==> src/rtl/enemy_hp_ctrl.sv <==
// Hit-point controller for four regular enemies and the boss.
// Converts per-frame collision hits into saturating HP decrements, hit pulses and spawn/despawn sequencing.
module enemy_hp_ctrl #(
  parameter int ENM_HP    = 100,
  parameter int BOSS_HP   = 1000,
  parameter int ENM_DMG   = 1,
  parameter int BOSS_DMG  = 2,
  parameter int IFRAMES   = 3,
  parameter int DEAD_HOLD = 8
) (
  input  logic       clk22,
  input  logic       rst,
  input  logic [3:0] enm_spawn,
  input  logic       boss_spawn,
  input  logic [3:0] hit_enm,
  input  logic       hit_boss,
  output logic [6:0] enmhp1,
  output logic [6:0] enmhp2,
  output logic [6:0] enmhp3,
  output logic [6:0] enmhp4,
  output logic [9:0] bosshp,
  output logic       shot_enm,
  output logic       shot_boss,
  output logic [3:0] enm_alive,
  output logic       boss_alive,
  output logic       stage_clear
);

  typedef enum logic [1:0] {ST_IDLE, ST_ALIVE, ST_HURT, ST_DEAD} state_t;

  localparam logic [6:0] ENM_FULL   = 7'(ENM_HP);
  localparam logic [6:0] ENM_DMG_V  = 7'(ENM_DMG);
  localparam logic [9:0] BOSS_FULL  = 10'(BOSS_HP);
  localparam logic [9:0] BOSS_DMG_V = 10'(BOSS_DMG);
  localparam logic [7:0] ENM_IFR    = 8'(IFRAMES);
  localparam logic [7:0] ENM_HOLD   = 8'(DEAD_HOLD);
  localparam logic [3:0] BOSS_IFR   = 4'(IFRAMES);

  state_t     enm_state [4];
  logic [6:0] enm_hp    [4];
  logic [7:0] enm_cnt   [4];
  logic [3:0] enm_accept;

  state_t     boss_state;
  logic [3:0] boss_cnt;
  logic       boss_accept;

  // A hit only counts while the target is ALIVE; IDLE, HURT and DEAD swallow it.
  // NOTE: every always_comb output gets a default first so no path can leave it unassigned and infer a latch.
  always_comb begin
    enm_accept = '0;
    for (int i = 0; i < 4; i++) begin
      enm_accept[i] = (enm_state[i] == ST_ALIVE) && hit_enm[i];
    end
    boss_accept = (boss_state == ST_ALIVE) && hit_boss;
  end

  // NOTE: sequential state uses non-blocking assignments so every register samples pre-edge values.
  // NOTE: the per-enemy arrays are a handful of flops, not RAM, so they are reset like any other register.
  always_ff @(posedge clk22 or negedge rst) begin
    if (!rst) begin
      for (int i = 0; i < 4; i++) begin
        enm_state[i] <= ST_IDLE;
        enm_hp[i]    <= ENM_FULL;
        enm_cnt[i]   <= '0;
      end
      enm_alive <= '0;
      shot_enm  <= 1'b0;
    end else begin
      shot_enm <= |enm_accept;
      for (int i = 0; i < 4; i++) begin
        case (enm_state[i])
          ST_IDLE: begin
            enm_hp[i] <= ENM_FULL;
            if (enm_spawn[i]) begin
              enm_state[i] <= ST_ALIVE;
              enm_alive[i] <= 1'b1;
            end
          end
          ST_ALIVE: begin
            if (enm_accept[i]) begin
              if (enm_hp[i] <= ENM_DMG_V) begin
                enm_hp[i]    <= '0;
                enm_state[i] <= ST_DEAD;
                enm_cnt[i]   <= ENM_HOLD;
                enm_alive[i] <= 1'b0;
              end else begin
                enm_hp[i] <= enm_hp[i] - ENM_DMG_V;
                if (IFRAMES != 0) begin
                  enm_state[i] <= ST_HURT;
                  enm_cnt[i]   <= ENM_IFR;
                end
              end
            end
          end
          ST_HURT: begin
            enm_cnt[i] <= enm_cnt[i] - 8'd1;
            if (enm_cnt[i] == 8'd1) enm_state[i] <= ST_ALIVE;
          end
          ST_DEAD: begin
            // Counter reaching zero on this edge re-arms the slot with full HP.
            enm_cnt[i] <= enm_cnt[i] - 8'd1;
            if (enm_cnt[i] == 8'd1) begin
              enm_state[i] <= ST_IDLE;
              enm_hp[i]    <= ENM_FULL;
            end
          end
          default: enm_state[i] <= ST_IDLE;
        endcase
      end
    end
  end

  // Boss: same life cycle, but DEAD is terminal and latches stage_clear until reset.
  always_ff @(posedge clk22 or negedge rst) begin
    if (!rst) begin
      boss_state  <= ST_IDLE;
      bosshp      <= BOSS_FULL;
      boss_cnt    <= '0;
      boss_alive  <= 1'b0;
      shot_boss   <= 1'b0;
      stage_clear <= 1'b0;
    end else begin
      shot_boss <= boss_accept;
      case (boss_state)
        ST_IDLE: begin
          bosshp <= BOSS_FULL;
          if (boss_spawn) begin
            boss_state <= ST_ALIVE;
            boss_alive <= 1'b1;
          end
        end
        ST_ALIVE: begin
          if (boss_accept) begin
            if (bosshp <= BOSS_DMG_V) begin
              bosshp      <= '0;
              boss_state  <= ST_DEAD;
              boss_alive  <= 1'b0;
              stage_clear <= 1'b1;
            end else begin
              bosshp <= bosshp - BOSS_DMG_V;
              if (IFRAMES != 0) begin
                boss_state <= ST_HURT;
                boss_cnt   <= BOSS_IFR;
              end
            end
          end
        end
        ST_HURT: begin
          boss_cnt <= boss_cnt - 4'd1;
          if (boss_cnt == 4'd1) boss_state <= ST_ALIVE;
        end
        ST_DEAD: begin
          bosshp <= '0;
        end
        default: boss_state <= ST_IDLE;
      endcase
    end
  end

  assign enmhp1 = enm_hp[0];
  assign enmhp2 = enm_hp[1];
  assign enmhp3 = enm_hp[2];
  assign enmhp4 = enm_hp[3];

endmodule

==> config.mk <==
export PLATFORM = sky130hd
export DESIGN_NAME = enemy_hp_ctrl
export DESIGN_NICKNAME = d
export VERILOG_FILES = /design/src/rtl/enemy_hp_ctrl.sv
export SDC_FILE = /design/constraint.sdc
export NUM_CORES = 1
export LEC_CHECK = 0
export CAP_MARGIN = 20
export CORE_MARGIN = 1.5
export CORE_UTILIZATION = 56
export CTS_CLUSTER_DIAMETER = 80
export DETAILED_ROUTE_END_ITERATION = 10
export PLACE_DENSITY_LB_ADDON = 0.2
export REMOVE_ABC_BUFFERS = 1
export SLEW_MARGIN = 20
export SYNTH_ARGS = -nofsm -noshare
export SYNTH_HDL_FRONTEND = slang
export SYNTH_SLANG_ARGS = --single-unit
==> constraint.sdc <==
create_clock -name clk22 -period 2.1 [get_ports clk22]
set_input_delay 0.42 -clock clk22 [delete_from_list [all_inputs] [get_ports clk22]]
set_output_delay 0.42 -clock clk22 [all_outputs]
set_load 0.005 [all_outputs]
# == Word-level counts from Yosys, hierarchy flattened ==
# Cells that the tools add are included.
# op_classes
n_eq_ne,45
n_lt_le_gt_ge,5
n_reduce_logical,52
mux,83
addsub,10
# op_table
cell,n
7-bit 2-to-1 mux,12
7-bit case mux with 3 select lines,4
8-bit case mux with 2 select lines,4
"2-bit != test, second input constant",20
4-bit AND reduction,10
2-bit 2-to-1 mux,19
"8-bit by 1-bit equality test with 1-bit output, second input constant",4
8-bit 2-to-1 mux,4
2-bit case mux with 4 select lines,4
"8-bit by 1-bit subtractor with 8-bit output, second input constant",4
10-bit case mux with 3 select lines,1
"7-bit by 1-bit less-or-equal comparator with 1-bit output, second input constant",4
"7-bit by 1-bit subtractor with 7-bit output, second input constant",4
4-bit 2-to-1 mux,6
"2-bit equality test, second input constant",10
1-bit 2-to-1 mux,20
10-bit 2-to-1 mux,2
2-bit nonzero test,10
3-bit AND reduction,6
3-bit nonzero test,6
"2-bit by 1-bit equality test with 1-bit output, second input constant",5
"10-bit by 2-bit less-or-equal comparator with 1-bit output, second input constant",1
2-bit logical NOT,5
"2-bit by 1-bit != test with 1-bit output, second input constant",5
10 further kinds,25
# word_totals
ff_bits,92
out_inout_bits,46
inputBits,12
word_cells,218

# == Logic depth before layout (Yosys ltp) ==
# depth
ltp_word,4
depth_mapped,6
depth_no_buf,6

# == Least setup slack after synthesis ==
# No wires, ideal clock.
# synth_path
kind,register to register
startpoint,register enm_hp (netlist bit enmhp2[4])
endpoint,register enm_cnt[16] (netlist bit)
path_stages_with_launch,5
path_buffers,0
slack_ns,0.318
period_less_slack_ns,1.782
setup_ns,0.129
arrival_time_ns,1.653
cell_sequence,dfrtp_1 > or3_4 > or4_4 > a311oi_1 > a21oi_1
# synth_between
elab_chain_cells,4
# synth_lines
item,line_no,source
start: declaration,40,logic [6:0] enm_hp [4];
start signal: indexed assignment,88,enm_hp[i] <= enm_hp[i] - ENM_DMG_V;
7-bit by 1-bit less-or-equal comparator with 1-bit output,82,if (enm_hp[i] <= ENM_DMG_V) begin
4-bit 2-to-1 mux,82,
8-bit 2-to-1 mux,81,if (enm_accept[i]) begin
8-bit case mux with 2 select lines,72,case (enm_state[i])
end signal: indexed assignment,97,enm_cnt[i] <= enm_cnt[i] - 8'd1;
end signal: indexed assignment,102,enm_cnt[i] <= enm_cnt[i] - 8'd1;
end: declaration,41,logic [7:0] enm_cnt [4];
# No other way between the ends. The select of a mux whose other input is x is not followed.
# A chain may end at the register's enable or synchronous reset.

# == Worst setup path after layout ==
# layout_path
startpoint,register bosshp[3]
endpoint,output port bosshp[3]
# layout_rtl
item,line_no,source
start: declaration,21,"output logic [9:0] bosshp,"
start signal: assignment,141,bosshp <= bosshp - BOSS_DMG_V;
# No word-level cell between the ends.

==> impl_metrics.json <==
{
  "cts_max_path_buffers": 2,
  "dpl_cell_area_mm2": 0.005702,
  "syn_inst": 523,
  "p_total_mw": 3.024,
  "insertion_delay_ps": 340,
  "dp_slack_ps": 111.1,
  "grt_pass1_vias": 3834,
  "setup_tns_ps": 0,
  "ys_ff_latch": 91,
  "maxSlewHeadroom_pct": 58.65,
  "cts_tree": "built",
  "setup_viol": 0,
  "critPathCaptureType": "output port",
  "status": "finished clean",
  "synth_flop_cell": "dfrtp_1",
  "max_slew.worst_pin.slew_ps": 614.6,
  "skew_ps": 10.04,
  "yosys_warnings": 0,
  "hold_class": "in -> async",
  "synth_async_sr_flop_share_pct": 100.0,
  "vdd_drop_max_v": 0.0003561,
  "synth_top_area_share_pct": 36.68,
  "die_w_um": 97.30,
  "vias": 4167,
  "synth_edf_count": 0,
  "path_class": "reg -> out",
  "grt_max_degree": 57,
  "holdWs_ps": 447.4,
  "num_io_pins": 58,
  "place_congestion": 0.8395,
  "ys_types": 63,
  "insertedDiodeCount": 0,
  "fin_crit_ps": 1929,
  "drc": 0,
  "crit_family": "flip-flops",
  "cp_slowest_cell": "dfstp_2",
  "p_per_area_mw_per_mm2": 512.0,
  "critPathBufInv": 1,
  "min_period_over_period_pct": 91.86,
  "nets": 619,
  "syn2layout_area_growth_pct": 18.59,
  "ant_nets": 0,
  "postCtsSetupRepairBufs": 0,
  "drive_above_1_share_pct": 10.29,
  "worstPathRequired_ps": 1680,
  "path_cells": "clkdlybuf4s50_1",
  "wl_per_cell_um": 14.65,
  "grt_overflow": 0,
  "avgSynthCellArea_um2": 9.522,
  "place.detailed.hpwl_mm": 7.468,
  "rows": 34,
  "netlist_top_cells_area": "dfrtp_1 37%, dfstp_2 9.5%, ha_1 4.8%",
  "viasPerCell": 5.944,
  "synth_seq_area_share_pct": 46.18,
  "critPathLaunchType": "register",
  "cts_made_buffers": 9,
  "htreeDepth": 3,
  "p_leak_nw": 2.442,
  "drt_iter0_drc": 163,
  "dp.cells": 684,
  "die_h_um": 97.30,
  "hold_viol": 0,
  "fp.dieArea_mm2": 0.009467,
  "fin_area_mm2": 0.005906,
  "post_cts_resized": 0,
  "grt_use_total_pct": 22.37,
  "fin_ws_ps": 170.8,
  "grt_first_pass_wirelength_mm": 17.83,
  "instances_no_fill": 701,
  "max_freq_ghz": 0.5184,
  "synth_top_cell_by_area": "dfrtp_1",
  "critPathMaxStageDelay_ps": 640,
  "root_buffer": "clkbuf_8",
  "cts.clk_slew.worst_paths_ps": 90,
  "wl_mm": 10.27,
  "final_util_pct": 68.05,
  "netlist_area_mm2": 0.004980,
  "arrival_ps": 1510,
  "hold_buffers": 1,
  "core_mm2": 0.008678,
  "drv_cap": 0,
  "port_buffers": 56,
  "numClockSinks": 91,
  "drv_slew": 0,
  "rsz0062_at_grt": "no",
  "firstDrtPassIters": 4,
  "initial_core_util_pct": 57.38,
  "antenna_found_initial": 0,
  "cp_max_fo": 8
}
[kinds of logic after synthesis]
group                      share of synthesized area [%]
and+or+nand+nor                                    21.16
AOI/OAI and AO/OA                                  19.55
DFF                                                46.18
buffers and inverters                              3.970
adders and majority gates                          4.774
muxes                                              2.889
xor gates and xnor gates                           1.407
other                                            0.07530
[layout make-up]
type	count	area, um^2
inverters	39	146.4
well taps	108	135.1
multi-input cells	381	2482
flip-flops and latches	91	2300
clock buffers	11	141.4
repair buffers	66	648.1
fillers	706	2773
clock inverters	5	52.55
[layout by cell type, fill, tap and decap left out, drive strengths merged, types with 7 or more instances in the layout]
cell type	instances
dfrtp	73
clkdlybuf4s50	55
nand2	50
inv	37
o21ai	36
a21oi	32
nand3	28
nor2	28
ha	19
nor3	19
dfstp	18
nor2b	11
mux2i	11
clkbuf	11
buf	10
o22ai	9
a31oi	9
nand2b	8
o211ai	8
o2bb2ai	7
nor4	7
or3	7
[cell usage after synthesis, types with 3 or more instances]
master and n:
dfstp_2 18, xnor2_1 3, nand2_1 50, nor2_1 28
o31ai_1 5, nand3_1 28, or4_4 3, inv_1 37
o22ai_1 9, nor4_1 5, or3b_2 3, nor4b_1 6
xor2_1 5, nor3b_1 6, mux2_2 3, o21a_1 3
o311ai_0 6, nor3_1 18, clkbuf_1 8, mux2i_1 11
nand2b_1 8, ha_1 19, a21oi_1 32, nor2b_1 11
a31oi_1 9, a2bb2oi_1 3, and3_1 3, o2bb2ai_1 7
o41ai_1 6, nand3b_1 4, dfrtp_1 73, o211ai_1 8
o21bai_1 3, o21ai_0 36, nand4_1 3, or3_1 5
[per-layer routing]
metal	vias to the layer above	share of wire [%]	track usage, %
li1	2053	-	-
met1	2021	48	31.44
met2	88	47	36.53
met3	5	4.0	3.813
met4	0	0.65	5.385
met5	-	0	0
[power breakdown]
part / total (mW) / switching, mW / internal, mW
Combinational: 0.0864 / 0.0524 / 0.0340
Clock: 1.18 / 0.601 / 0.578
Sequential: 1.76 / 0.00392 / 1.75
[state kept, by name, indices dropped and copies added (netlist names)]
| register | flops |
|---|---|
| boss_alive | 1 |
| boss_cnt | 4 |
| boss_state | 2 |
| bosshp | 9 |
| enm_alive | 4 |
| enm_cnt | 32 |
| enm_state | 8 |
| enmhp1 | 7 |
| enmhp2 | 7 |
| enmhp3 | 7 |
| enmhp4 | 7 |
| shot_boss | 1 |
| shot_enm | 1 |
| stage_clear | 1 |
[final timing paths]
kind                                  start            end  slack (ps)  depth (start not counted)
worst max-delay path              bosshp[3]      bosshp[3]         170                          1
worst min-delay path                    rst  boss_state[1]         450                          2
worst max register to register    enmhp2[4]    enm_cnt[16]         200                          4
worst min register to register  enm_cnt[15]    enm_cnt[15]         480                          1
max in group asynchronous               rst      enmhp2[6]        1050                          3
min in group clk22              enm_cnt[15]    enm_cnt[15]         480                          1
Note: power is estimated with default switching activity, not from simulation.
